**src/rtl/led_pkg.sv**
```systemverilog
// Shared constants for the board LED blinker: oscillator frequency, default
// terminal count and a helper that turns a half-period in ms into a terminal count.
package led_pkg;

    localparam int unsigned CLK_HZ = 32'd50_000_000;
    localparam logic [24:0] BLINK_CNT_MAX = 25'd24999999;

    // Terminal count giving one LED toggle every 'ms' milliseconds.
    function automatic int unsigned cnt_max_from_ms(input int unsigned ms);
        return (CLK_HZ / 32'd1000) * ms - 32'd1;
    endfunction

endpackage

```
**src/rtl/led_blinker_if.sv**
```systemverilog
// LED drive bundle: the blinker is the master, the board pin (or a bench) the slave.
interface led_blinker_if;

    logic light;

    modport master (output light);
    modport slave  (input  light);

endinterface

```
**src/rtl/tick_counter.sv**
```systemverilog
// Terminal counter: counts 0..MAX and wraps, raising tick while the count
// sits at MAX so the consumer acts on the same edge as the wrap.
module tick_counter #(
    parameter int unsigned W = 25,
    parameter logic [W-1:0] MAX = '1
) (
    input  logic clk,
    input  logic rst_n,
    output logic tick
);

    logic [W-1:0] cnt_r;
    logic [W-1:0] cnt_nxt_s;
    logic         tick_s;

    assign tick_s = (cnt_r == MAX);
    assign tick   = tick_s;

    // Next count: wrap to zero at the terminal value, otherwise increment.
    always_comb begin
        cnt_nxt_s = cnt_r;
        if (tick_s) begin
            cnt_nxt_s = '0;
        end else begin
            cnt_nxt_s = cnt_r + W'(1);
        end
    end

    // Count register.
    always_ff @(posedge clk or negedge rst_n) begin
        if (!rst_n) begin
            cnt_r <= '0;
        end else begin
            cnt_r <= cnt_nxt_s;
        end
    end

    tick_counter_chk #(
        .W   (W),
        .MAX (MAX)
    ) u_chk (
        .clk   (clk),
        .rst_n (rst_n),
        .cnt   (cnt_r)
    );

endmodule

```
**src/rtl/tick_counter_chk.sv**
```systemverilog
// Property checker for tick_counter: the count must never leave 0..MAX.
module tick_counter_chk #(
    parameter int unsigned W = 25,
    parameter logic [W-1:0] MAX = '1
) (
    input logic         clk,
    input logic         rst_n,
    input logic [W-1:0] cnt
);

    a_cnt_in_range: assert property (@(posedge clk) disable iff (!rst_n) cnt <= MAX);

endmodule

```
**src/rtl/led_blinker.sv**
```systemverilog
// Free-running LED blinker: the LED flop toggles once per terminal-counter
// period, giving a 50% square wave of period 2*(cnt_max+1) clocks.
module led_blinker
    import led_pkg::*;
#(
    parameter int unsigned CNT_W = 25,
    parameter logic [CNT_W-1:0] cnt_max = BLINK_CNT_MAX
) (
    input  logic          clk50m,
    input  logic          rst,
    led_blinker_if.master led
);

    logic tick_s;
    logic light_r;
    logic light_nxt_s;

    tick_counter #(
        .W   (CNT_W),
        .MAX (cnt_max)
    ) u_cnt (
        .clk   (clk50m),
        .rst_n (rst),
        .tick  (tick_s)
    );

    // Toggle on the wrap edge, otherwise hold.
    always_comb begin
        light_nxt_s = light_r;
        if (tick_s) begin
            light_nxt_s = ~light_r;
        end else begin
            light_nxt_s = light_r;
        end
    end

    // LED drive flop; the pin sees only this register.
    always_ff @(posedge clk50m or negedge rst) begin
        if (!rst) begin
            light_r <= 1'b0;
        end else begin
            light_r <= light_nxt_s;
        end
    end

    assign led.light = light_r;

endmodule

```
**src/flat_wrapper.sv**
```systemverilog
// flat-port wrapper written by rule: the top's interface ports become plain ports
module led_blinker_flat import led_pkg::*;
#(
    parameter int unsigned CNT_W = 25,
    parameter logic [CNT_W-1:0] cnt_max = BLINK_CNT_MAX
)
  (clk50m, rst, led_light);
  led_blinker_if led_i ();
  input  logic clk50m;
  input  logic rst;
  output wire logic [$bits(led_i.light)-1:0] led_light;
  assign led_light = led_i.light;
  led_blinker #(.CNT_W(CNT_W), .cnt_max(cnt_max)) u_core (.clk50m(clk50m), .rst(rst), .led(led_i));
endmodule
```
**config.mk**
```make
export PLATFORM = sky130hd
export DESIGN_NAME = led_blinker_flat
export DESIGN_NICKNAME = d
export VERILOG_FILES = /design/src/rtl/led_pkg.sv /design/src/rtl/led_blinker_if.sv /design/src/rtl/tick_counter.sv /design/src/rtl/tick_counter_chk.sv /design/src/rtl/led_blinker.sv /design/src/flat_wrapper.sv
export SDC_FILE = /design/constraint.sdc
export NUM_CORES = 1
export LEC_CHECK = 0
export CAP_MARGIN = 0
export CORE_MARGIN = 3
export CORE_UTILIZATION = 64
export CTS_CLUSTER_SIZE = 16
export DETAILED_ROUTE_END_ITERATION = 8
export PLACE_DENSITY_LB_ADDON = 0.25
export SYNTH_ARGS = -nofsm -noshare
export SYNTH_HDL_FRONTEND = slang
export SYNTH_SLANG_ARGS = --single-unit
```
**constraint.sdc**
```tcl
create_clock -name clk50m -period 4.1 [get_ports clk50m]
set_clock_uncertainty 0.1 [all_clocks]
set_input_delay 0.615 -clock clk50m [delete_from_list [all_inputs] [get_ports clk50m]]
set_output_delay 0.615 -clock clk50m [all_outputs]
set_load 0.005 [all_outputs]
```
==> qor.yml <==
status:
  status: "finished clean"
sta:
  tightest_slew_ns: 1.12
  rsz0062_at_grt: "no"
  setup_tns_ns: 0
  maxSlewViolCount: 0
  relSlewSlack: 0.251
  fmax_mhz: 482
  layout_worst_path_cycle_share: 0.506
  final.min_clock_period_ns: 2.07
  setup_viol: 0
  hold_viol: 0
  whs_ns: 0.376
pwr:
  clkPwrFrac: 0.398
  power_frac_seq: 0.589
  power.internal_w: 0.000356
  total_power_w: 0.000435
  p_comb_frac: 0.013
  ir_drop_mv: 0.272
  switching_share: 0.182
  p_switching_w: 0.0000791
  p_leak_nw: 0.599
  p_per_area_nw_per_um2: 312
clock_tree:
  cts-htree-levels: 1
  clock-root-buffer: "clkbuf_4"
  clock_latency_ns: 0.31
  cts.sinks: 26
  ctsHoldBuffers: 0
  cts_buffers: 3
  post_cts_resized: 0
  cts_buffer_depth: 2
  cts_setup_buffers: 0
  clkTransAtPathRegs_ns: 0.14
  cts_tree: "yes"
place:
  gp_congestion: 0.818
  placement.io_buffers: 2
  dp_hpwl_mm: 1.76
floorplanning:
  dieArea_um2: 2600
  core_um2: 1820
  io_pins: 3
  die_height_um: 51.0
  dieWidth_um: 51.0
  start_util: 0.713
  row_count: 15
cells_and_area:
  antenna_cells: 0
  area_delta_synth_final_pct: 7.62
  fillCellCount: 134
  layout-drive-gt1-share: 0.0534
  fin_nets: 135
synth:
  synth_seq_cells: 26
  synth.avg_cell_area_um2: 10.2
  synth_edf_count: 0
  ys_types: 29
  synth_area_um2: 1300
  ys_warn_count: 0
  yosysTopAreaCell: "dfrtp_1"
  postSynth.asyncResetShare: 1.00
  ys.flop_type: "dfrtp_1"
  syn_inst: 127
  seq_area_frac_synth: 0.501
  synth.net_count: 130
  synth_area_leaders: "dfrtp_1 50%, xnor2_1 6.8%, xor2_1 4.1%, nand3_1 3.9%, nand4_1 2.9%"
  yosys.area.top_type_share: 0.501
min_path:
  min_to: "u_core.led.light$_DFFE_PN0N_"
  hold_start: "u_core.led.light$_DFFE_PN0N_"
  hold_path.class: "reg2reg"
  worstHoldPathCells: 1
global_route:
  grt_pass1_vias: 954
  grt_max_degree: 27
  grt_pass1_wl_mm: 4.31
  overflow: 0
  antenna_found_initial: 0
  grt_use_total: 0.224
detailed_routing:
  num_vias: 981
  vias_per_cell: 6.29
  drtAntennaViolNets: 0
  route.detailed.drc: 0
  drt_iter0_drc: 49
  firstDrtPassIters: 5
  wl_mm: 2.48
  wl_per_cell_um: 15.9
worst_setup_path:
  required_ns: 4.25
  r2r_cells: 4
  timing.rr.start: "u_core.u_cnt.cnt_r[7]$_DFF_PN0_"
  crit_fanout: 10
  path_class: "reg2reg"
  r2r_slack_ns: 2.03
  cp-end-kind: "register"
  critPathArrivalTime_ns: 2.23
  cp-start-kind: "register"
  r2r-end: "u_core.u_cnt.cnt_r[24]$_DFF_PN0_"
flow_run:
  drv_cap: 0
-- synth_stat cells (all sizes together) (3+ instances only) --
master / n
and3: 5
or3: 5
nor3: 3
or4: 3
o31ai: 4
and2: 3
nor2: 10
nand3: 10
a21oi: 5
xor2: 6
dfrtp: 26
xnor2: 10
mux2i: 3
nand2: 9
nand4: 7
-- cell families (layout without fill, tap and decap cells) --
kind of cell / count (synthesis) / in the layout / synth area share
muxes: 3 / 3 / 0.0231
buffers and inverters: 5 / 9 / 0.0154
AOI/OAI and AO/OA: 13 / 13 / 0.0608
xor gates and xnor gates: 16 / 16 / 0.108
adders and majority gates: 1 / 1 / 0.00964
and+or+nand+nor: 63 / 63 / 0.282
DFF: 26 / 26 / 0.501
-- through the flow --
step / worst slack (ns) / util / area (um^2) / cells
2_1_floorplan: 2.19 / - / 1300 / 127
3_3_place_gp: 2.06 / 0.738 / 1340 / 152
3_5_place_dp: 2.05 / 0.738 / 1340 / 152
4_1_cts: 2.05 / 0.767 / 1400 / 156
5_1_grt: 1.92 / 0.767 / 1400 / 156
6_report: 2.03 / 0.767 / 1400 / 156
-- layout make-up --
class | instances | area (um^2) | share of cell area
clock buffers | 3 | 22.5 | 0.0161
inverters | 2 | 7.51 | 0.00538
repair buffers | 3 | 27.5 | 0.0197
multi-input cells | 96 | 627 | 0.449
flip-flops and latches | 26 | 651 | 0.466
well taps | 25 | 31.3 | 0.0224
clock inverters | 1 | 30.0 | 0.0215
-- layout by cell type (no fill, tap or decap), types with 2 or more instances in the layout --
cell type / n
and4_1: 2
nand2_1: 9
or4_1: 3
dfrtp_1: 26
nor4_1: 2
xor2_1: 6
clkdlybuf4s50_1: 2
nor2_1: 10
inv_1: 2
a21oi_1: 5
clkbuf_4: 3
and3_1: 5
nor4b_1: 2
o31ai_1: 4
mux2i_1: 3
nand4_1: 6
nor3_1: 3
or3_1: 5
nand3_1: 10
o21ai_0: 2
and2_1: 2
xnor2_1: 10
-- layer usage --
metal	GRT usage	up-vias	wire, um
met3	0.0379	12	115
met4	0.108	0	64
met1	0.282	461	1070
li1	-	469	-
met2	0.371	39	1240
met5	0	-	0
-- critical path, stage by stage, from the launching register on --
cell,delay [ns]
dfrtp_1,0.47
nand4_1,0.24
or3_1,0.55
or4_1,0.50
a21oi_1,0.15
-- power groups by stage --
stage	Clock [W]	Sequential, W	Combinational, W
4_1_cts	0.000175	0.000256	0.00000573
6_report	0.000173	0.000256	0.00000548
5_1_grt	0.000186	0.000257	0.00000621
2_1_floorplan	0	0.000261	0.000000000214
3_5_place_dp	0	0.000261	0.00000569
3_3_place_gp	0	0.000261	0.00000562
-- registers in the layout, summed over array words and instances, names as in the netlist --
signal              cells
u_core.u_cnt.cnt_r     25
u_core.led.light        1
-- worst max path at each step --
stage | startpoint | to | slack (ns) | cells past startpoint
floorplan | u_core.u_cnt.cnt_r[8]$_DFF_PN0_ | u_core.u_cnt.cnt_r[11]$_DFF_PN0_ | 2.19 | 5
global placement | rst | u_core.u_cnt.cnt_r[0]$_DFF_PN0_ | 2.06 | 1
detailed placement | rst | u_core.u_cnt.cnt_r[2]$_DFF_PN0_ | 2.05 | 1
CTS | u_core.u_cnt.cnt_r[7]$_DFF_PN0_ | u_core.u_cnt.cnt_r[24]$_DFF_PN0_ | 2.05 | 4
global route | u_core.u_cnt.cnt_r[7]$_DFF_PN0_ | u_core.u_cnt.cnt_r[24]$_DFF_PN0_ | 1.92 | 4
finish | u_core.u_cnt.cnt_r[7]$_DFF_PN0_ | u_core.u_cnt.cnt_r[24]$_DFF_PN0_ | 2.03 | 4
No activity file was read; power rests on OpenSTA's default activity.
